File: src/rtl/sha_auth_pkg.sv
// Shared types and constants for the SHA authentication initiator and its bench model.
// Word i of a 256-bit value is bits [255-32i -: 32] (word 0 is the most significant).
package sha_auth_pkg;

    typedef enum logic [2:0] {IDLE, LOAD_DIG, LOAD_KEY, WAIT, DONE} state_t;

    localparam int SHA_WORDS  = 8;
    localparam int SHA_ADDR_W = 3;
    localparam logic WC_DIGEST = 1'b1;
    localparam logic WC_BLOCK  = 1'b0;

    localparam logic [255:0] DEF_EXP_DIGEST =
        256'he42c30a65a37f031fe920210a999325f84dc75c7ee90d4d2543cef1936d3fb36;
    localparam logic [255:0] DEF_AUTH_KEY =
        256'h4c4e49536c6e69734c4e49536c6e69734c4e49536c6e69734c4e49536c6e6973;

    function automatic logic [31:0] word_of(input logic [255:0] v,
                                            input logic [SHA_ADDR_W-1:0] i);
        logic [255:0] s;
        s = v << {i, 5'b00000};
        return s[255:224];
    endfunction

endpackage

File: src/rtl/sha_auth_driver.sv
// Drives the SHA core memory port: loads the expected digest, streams the user key,
// then waits for digest_valid and reports pass/fail with a failed-attempt lockout.
module sha_auth_driver
    import sha_auth_pkg::*;
#(
    parameter logic [255:0] EXP_DIGEST = DEF_EXP_DIGEST,
    parameter int           TIMEOUT    = 64,
    parameter int           MAX_FAIL   = 3,
    parameter int           FAIL_W     = 2
) (
    input  logic                  i_clk,
    input  logic                  i_reset,
    input  logic                  i_start,
    input  logic [31:0]           i_key_data,
    input  logic                  i_key_valid,
    output logic                  o_key_ready,
    output logic                  o_sha_cs,
    output logic                  o_sha_we,
    output logic                  o_sha_wc,
    output logic [SHA_ADDR_W-1:0] o_sha_address,
    output logic [31:0]           o_sha_write_data,
    input  logic                  i_sha_digest_valid,
    output logic                  o_busy,
    output logic                  o_auth_done,
    output logic                  o_auth_pass,
    output logic                  o_locked,
    output logic [FAIL_W-1:0]     o_fail_count
);

    localparam int                    TMR_W    = $clog2(TIMEOUT + 1);
    localparam logic [TMR_W-1:0]      TMR_LAST = TMR_W'(TIMEOUT - 1);
    localparam logic [FAIL_W-1:0]     FAIL_LIM = FAIL_W'(MAX_FAIL);
    localparam logic [SHA_ADDR_W-1:0] IDX_LAST = SHA_ADDR_W'(SHA_WORDS - 1);

    state_t                r_state, w_state;
    logic [SHA_ADDR_W-1:0] r_idx, w_idx;
    logic [TMR_W-1:0]      r_timer, w_timer;
    logic [FAIL_W-1:0]     r_fail_cnt, w_fail_cnt, w_fail_inc;
    logic                  r_locked, w_locked;
    logic                  r_pass, w_pass;
    logic                  r_done, w_done;
    logic                  r_busy, w_busy;
    logic                  r_key_ready, w_key_ready;
    logic                  r_cs, w_cs;
    logic                  r_wc, w_wc;
    logic [SHA_ADDR_W-1:0] r_addr, w_addr;
    logic [31:0]           r_wdata, w_wdata;
    logic                  w_xfer;

    assign w_xfer     = i_key_valid & r_key_ready;
    assign w_fail_inc = (r_fail_cnt == '1) ? r_fail_cnt : r_fail_cnt + FAIL_W'(1);

    always_ff @(posedge i_clk or posedge i_reset) begin
        if (i_reset) begin
            r_state     <= IDLE;
            r_idx       <= '0;
            r_timer     <= '0;
            r_fail_cnt  <= '0;
            r_locked    <= 1'b0;
            r_pass      <= 1'b0;
            r_done      <= 1'b0;
            r_busy      <= 1'b0;
            r_key_ready <= 1'b0;
            r_cs        <= 1'b0;
            r_wc        <= 1'b0;
            r_addr      <= '0;
            r_wdata     <= '0;
        end else begin
            r_state     <= w_state;
            r_idx       <= w_idx;
            r_timer     <= w_timer;
            r_fail_cnt  <= w_fail_cnt;
            r_locked    <= w_locked;
            r_pass      <= w_pass;
            r_done      <= w_done;
            r_busy      <= w_busy;
            r_key_ready <= w_key_ready;
            r_cs        <= w_cs;
            r_wc        <= w_wc;
            r_addr      <= w_addr;
            r_wdata     <= w_wdata;
        end
    end

    // Next values of every output register; sha_cs/we pulse only on a write cycle.
    always_comb begin
        w_state     = r_state;
        w_idx       = r_idx;
        w_timer     = r_timer;
        w_fail_cnt  = r_fail_cnt;
        w_locked    = r_locked;
        w_pass      = r_pass;
        w_done      = 1'b0;
        w_key_ready = 1'b0;
        w_cs        = 1'b0;
        w_wc        = r_wc;
        w_addr      = r_addr;
        w_wdata     = r_wdata;

        case (r_state)
            IDLE: begin
                if (i_start && !r_locked) begin
                    w_state = LOAD_DIG;
                    w_idx   = '0;
                    w_pass  = 1'b0;
                end
            end
            LOAD_DIG: begin
                w_cs    = 1'b1;
                w_wc    = WC_DIGEST;
                w_addr  = r_idx;
                w_wdata = word_of(EXP_DIGEST, r_idx);
                w_idx   = r_idx + 1'b1;
                if (r_idx == IDX_LAST) begin
                    w_state     = LOAD_KEY;
                    w_idx       = '0;
                    w_key_ready = 1'b1;
                end
            end
            LOAD_KEY: begin
                w_key_ready = 1'b1;
                if (w_xfer) begin
                    w_cs    = 1'b1;
                    w_wc    = WC_BLOCK;
                    w_addr  = r_idx;
                    w_wdata = i_key_data;
                    w_idx   = r_idx + 1'b1;
                    if (r_idx == IDX_LAST) begin
                        w_state     = WAIT;
                        w_idx       = '0;
                        w_timer     = '0;
                        w_key_ready = 1'b0;
                    end
                end
            end
            WAIT: begin
                // timer==0 is the settle cycle where digest_valid may still be stale
                if (r_timer == '0) begin
                    w_timer = r_timer + 1'b1;
                end else if (i_sha_digest_valid) begin
                    w_state    = DONE;
                    w_done     = 1'b1;
                    w_pass     = 1'b1;
                    w_fail_cnt = '0;
                end else if (r_timer == TMR_LAST) begin
                    w_state    = DONE;
                    w_done     = 1'b1;
                    w_fail_cnt = w_fail_inc;
                    if (w_fail_inc == FAIL_LIM) w_locked = 1'b1;
                end else begin
                    w_timer = r_timer + 1'b1;
                end
            end
            DONE: begin
                w_state = IDLE;
            end
            default: begin
                w_state = IDLE;
            end
        endcase

        w_busy = (w_state != IDLE);
    end

    assign o_key_ready      = r_key_ready;
    assign o_sha_cs         = r_cs;
    assign o_sha_we         = r_cs;
    assign o_sha_wc         = r_wc;
    assign o_sha_address    = r_addr;
    assign o_sha_write_data = r_wdata;
    assign o_busy           = r_busy;
    assign o_auth_done      = r_done;
    assign o_auth_pass      = r_pass;
    assign o_locked         = r_locked;
    assign o_fail_count     = r_fail_cnt;

endmodule

File: config.mk
export PLATFORM = sky130hd
export DESIGN_NAME = sha_auth_driver
export DESIGN_NICKNAME = d
export VERILOG_FILES = /design/src/rtl/sha_auth_pkg.sv /design/src/rtl/sha_auth_driver.sv
export SDC_FILE = /design/constraint.sdc
export NUM_CORES = 1
export LEC_CHECK = 0
export ABC_AREA = 1
export BUFFER_PORTS_ARGS = -buffer_cell sky130_fd_sc_hd__buf_2
export CORE_ASPECT_RATIO = 2
export CORE_MARGIN = 5
export CORE_UTILIZATION = 57
export CTS_CLUSTER_DIAMETER = 200
export DETAILED_ROUTE_END_ITERATION = 8
export PLACE_DENSITY = 0.85
export SYNTH_ARGS = -nofsm -noshare
export SYNTH_HDL_FRONTEND = slang
export SYNTH_SLANG_ARGS = --single-unit
export TNS_END_PERCENT = 100
File: constraint.sdc
create_clock -name i_clk -period 2.4 [get_ports i_clk]
set_input_delay 0.24 -clock i_clk [delete_from_list [all_inputs] [get_ports i_clk]]
set_output_delay 0.24 -clock i_clk [all_outputs]
set_load 0.03 [all_outputs]
==> qor.yml <==
routing:
  drt_pass1_iterations: 4
  routed_via_density: 5.30
  wl_um: 7740
  ant_nets: 0
  num_vias: 2849
  remaining_drc_errors: 0
  drt_iter0_drc: 143
  wl_per_cell_um: 14.4
setup_path:
  r2r_start: "r_idx[0]$_DFFE_PP0P_"
  worstPathRequired_ns: 2.63
  r2r.worst_path.cells: 7
  worstReg2RegEnd: "r_timer[4]$_DFFE_PP0P_"
  endpoint_kind: "register"
  path_delay_family: "adder cells"
  critical_path.max_fanout: 9
  path_buf_inv: 0
  start_kind: "register"
  critPathKind: "register to register"
  worstPathCellList: "ha_1 > ha_1 > nand3_1 > a21oi_2 > nand3_2 > nand2_1 > nand2_1"
  slowest_stage: "dfrtp_1"
  rrSetupSlack_ns: 0.45
  slowest_delay_ns: 0.49
  arrival_ns: 2.18
timing:
  hold_viol: 0
  max_freq_ghz: 0.513
  setup_viol: 0
  fin_tns_setup_ns: 0
  timing.final.ws_setup_ns: 0.451
  finalMaxSlewViolations: 0
  worst_pin_slew_ns: 0.503
  period_minus_slack_ns: 1.95
  timing.final.crit_share_pct: 81.2
  rsz0062_at_grt: "no"
  maxSlewHeadroom_pct: 66.4
  fin_skew_ns: 0.00578
final_layout:
  final_cell_area_um2: 3650
  drive_above_1_share_pct: 23.1
  finalNonFillerCells: 538
  fin_nets: 525
  num_antenna_cells: 0
  syn2layout_area_growth_pct: 19.5
power_and_ir_drop:
  cellPowerDensity_nw_per_um2: 495
  p_leak_uw: 0.00186
  ir_drop_uv: 516
  finalPower_uw: 1810
flow_run:
  cap_viol_max_count: 0
yosys:
  synth.top_cell.area_share_pct: 46.6
  synthesis.area_um2: 3060
  yosys-top-cells-area: "dfrtp_1, nand2_1, ha_1"
  synth.distinct_cells: 30
  yosysWarnings: 0
  synth_ff_type: "dfrtp_1"
  synth_edf_count: 0
  yosysSeqAreaShare_pct: 46.6
  synth.largest_area_cell: "dfrtp_1"
  syn_avg_cell_area_um2: 7.80
  ys_seq_elements: 57
  syn_inst: 392
  synthArstFlopShare_pct: 100
  syn_nets: 441
place:
  dpl-instance-area_um2: 3490
  gp_congestion: 0.915
  dp_hpwl_um: 6090
  io_buffers: 81
  pre_cts_ws_ns: 0.485
  dp.cells: 522
grt:
  antenna_found_initial: 0
  grt.total_usage_pct: 23.6
  grt_pass1_vias: 2827
  grt_first_pass_wirelength_um: 12400
  gr-total-overflow: 0
  grt_start_max_net_pins: 35
die:
  dieArea_um2: 7020
  initial_core_util_pct: 59.0
  core_um2: 5180
  die_w_um: 61.8
  fp.dieH_um: 114
  rows: 37
  num_io_pins: 82
cts:
  cts_hold_buf: 1
  post_cts_buffers: 0
  tritoncts: "done"
  clk_latency_ns: 0.34
  htree_num_levels: 3
  numCtsBuffers: 9
  cts.sinks: 57
  clk_path_buf_depth: 2
  cts-resized-gates: 0
  clk_pin_slew_ns: 0.06
  cts-root-buf: "clkbuf_8"
worst_hold_path:
  holdCritPathClass: "primary input to register"
  hold_path_depth: 2
  min_to: "o_locked$_DFFE_PP0P_"
  hold_path.startpoint: "i_sha_digest_valid"
outcome:
  status: "finished, final reports clean"
[how the worst max path moves through the flow]
stage	slack, ns	cells after the start	from	endpoint
finish	0.45	7	r_idx[0]$_DFFE_PP0P_	r_timer[4]$_DFFE_PP0P_
global placement	0.58	7	r_idx[0]$_DFFE_PP0P_	r_timer[6]$_DFFE_PP0P_
global route	0.29	7	r_idx[0]$_DFFE_PP0P_	r_timer[6]$_DFFE_PP0P_
CTS	0.47	7	r_idx[0]$_DFFE_PP0P_	r_timer[4]$_DFFE_PP0P_
detailed placement	0.49	7	r_idx[0]$_DFFE_PP0P_	r_timer[4]$_DFFE_PP0P_
floorplan	0.75	7	r_idx[0]$_DFFE_PP0P_	r_timer[3]$_DFFE_PP0P_
[worst reg2reg max path, cell delays in order (launching register included)]
cell and delay, ns:
dfrtp_1 0.49, ha_1 0.29, ha_1 0.29, nand3_1 0.14, a21oi_2 0.23, nand3_2 0.22
nand2_1 0.11, nand2_1 0.06
[sequential cells by signal, indices dropped and copies added, names as in the netlist]
signal and flops:
o_key_ready 1, o_sha_cs 1, o_auth_pass 1, r_timer 7
r_state 3, o_fail_count 2, o_sha_wc 1, o_busy 1
o_auth_done 1, r_idx 3, o_sha_address 3, o_sha_write_data 32
o_locked 1
[cell usage after synthesis (3+ instances only)]
master	count
ha_1	12
o21ai_0	28
nor2_1	26
buf_4	3
nand2_1	138
o21a_1	10
nand3_1	28
dfrtp_1	57
a21oi_1	8
inv_1	31
o21ai_1	11
nand2_2	4
nand4_1	4
buf_2	8
[layer usage]
metal | part of all wire (%) | routed length (um) | vias to the layer above | track usage (%)
li1 | - | - | 1422 | -
met1 | 35 | 2680 | 1310 | 23.2
met2 | 56 | 4300 | 92 | 42.9
met3 | 5.7 | 441 | 25 | 6.00
met4 | 4.0 | 306 | 0 | 11.6
met5 | 0 | 0 | - | 0
[power by group]
group	switching [uW]	leakage (uW)	total [uW]	internal, uW
clock network	340	0.0000778	739	399
registers	3.50	0.000655	971	968
logic	59.7	0.00113	97.5	37.8
total	403	0.00186	1810	1400
[through the flow]
stage	util (%)	hold slack, ns
6_report	70.5	0.147
5_1_grt	70.5	0.143
3_3_place_gp	67.3	0.149
4_1_cts	70.5	0.141
3_5_place_dp	67.3	0.152
2_1_floorplan	-	0.340
[cells by family after synthesis]
logic type / after synthesis / share of synthesized area (%)
flops: 57 / 46.6
fa+ha+maj: 12 / 4.91
compound gates: 65 / 12.1
simple gates: 207 / 28.4
buf+inv: 48 / 7.08
xor+xnor: 3 / 0.859
[layout make-up]
| class | count | area [um^2] |
|---|---|---|
| inverter | 33 | 124 |
| fill | 484 | 1530 |
| clock buffer | 15 | 156 |
| multi-input combinational | 287 | 1420 |
| tap | 58 | 72.6 |
| timing repair buffer | 88 | 460 |
| sequential | 57 | 1430 |
[layout by cell type, fill, tap and decap left out, drive strengths merged]
master | netlist | final
o31ai | 1 | 1
o21ai | 39 | 39
o211ai | 2 | 2
xnor2 | 2 | 2
a31oi | 1 | 1
nand4 | 4 | 4
a21oi | 9 | 9
o21bai | 1 | 1
buf | 13 | 87
nand3 | 30 | 30
a21boi | 2 | 2
clkbuf | 2 | 15
ha | 12 | 12
nand3b | 1 | 1
o21a | 10 | 10
inv | 33 | 33
nand2 | 142 | 142
or2 | 1 | 1
nor2 | 29 | 29
xor2 | 1 | 1
dfrtp | 57 | 57
dlygate4sd3 | 0 | 1
(Power assumes the default switching activity.)
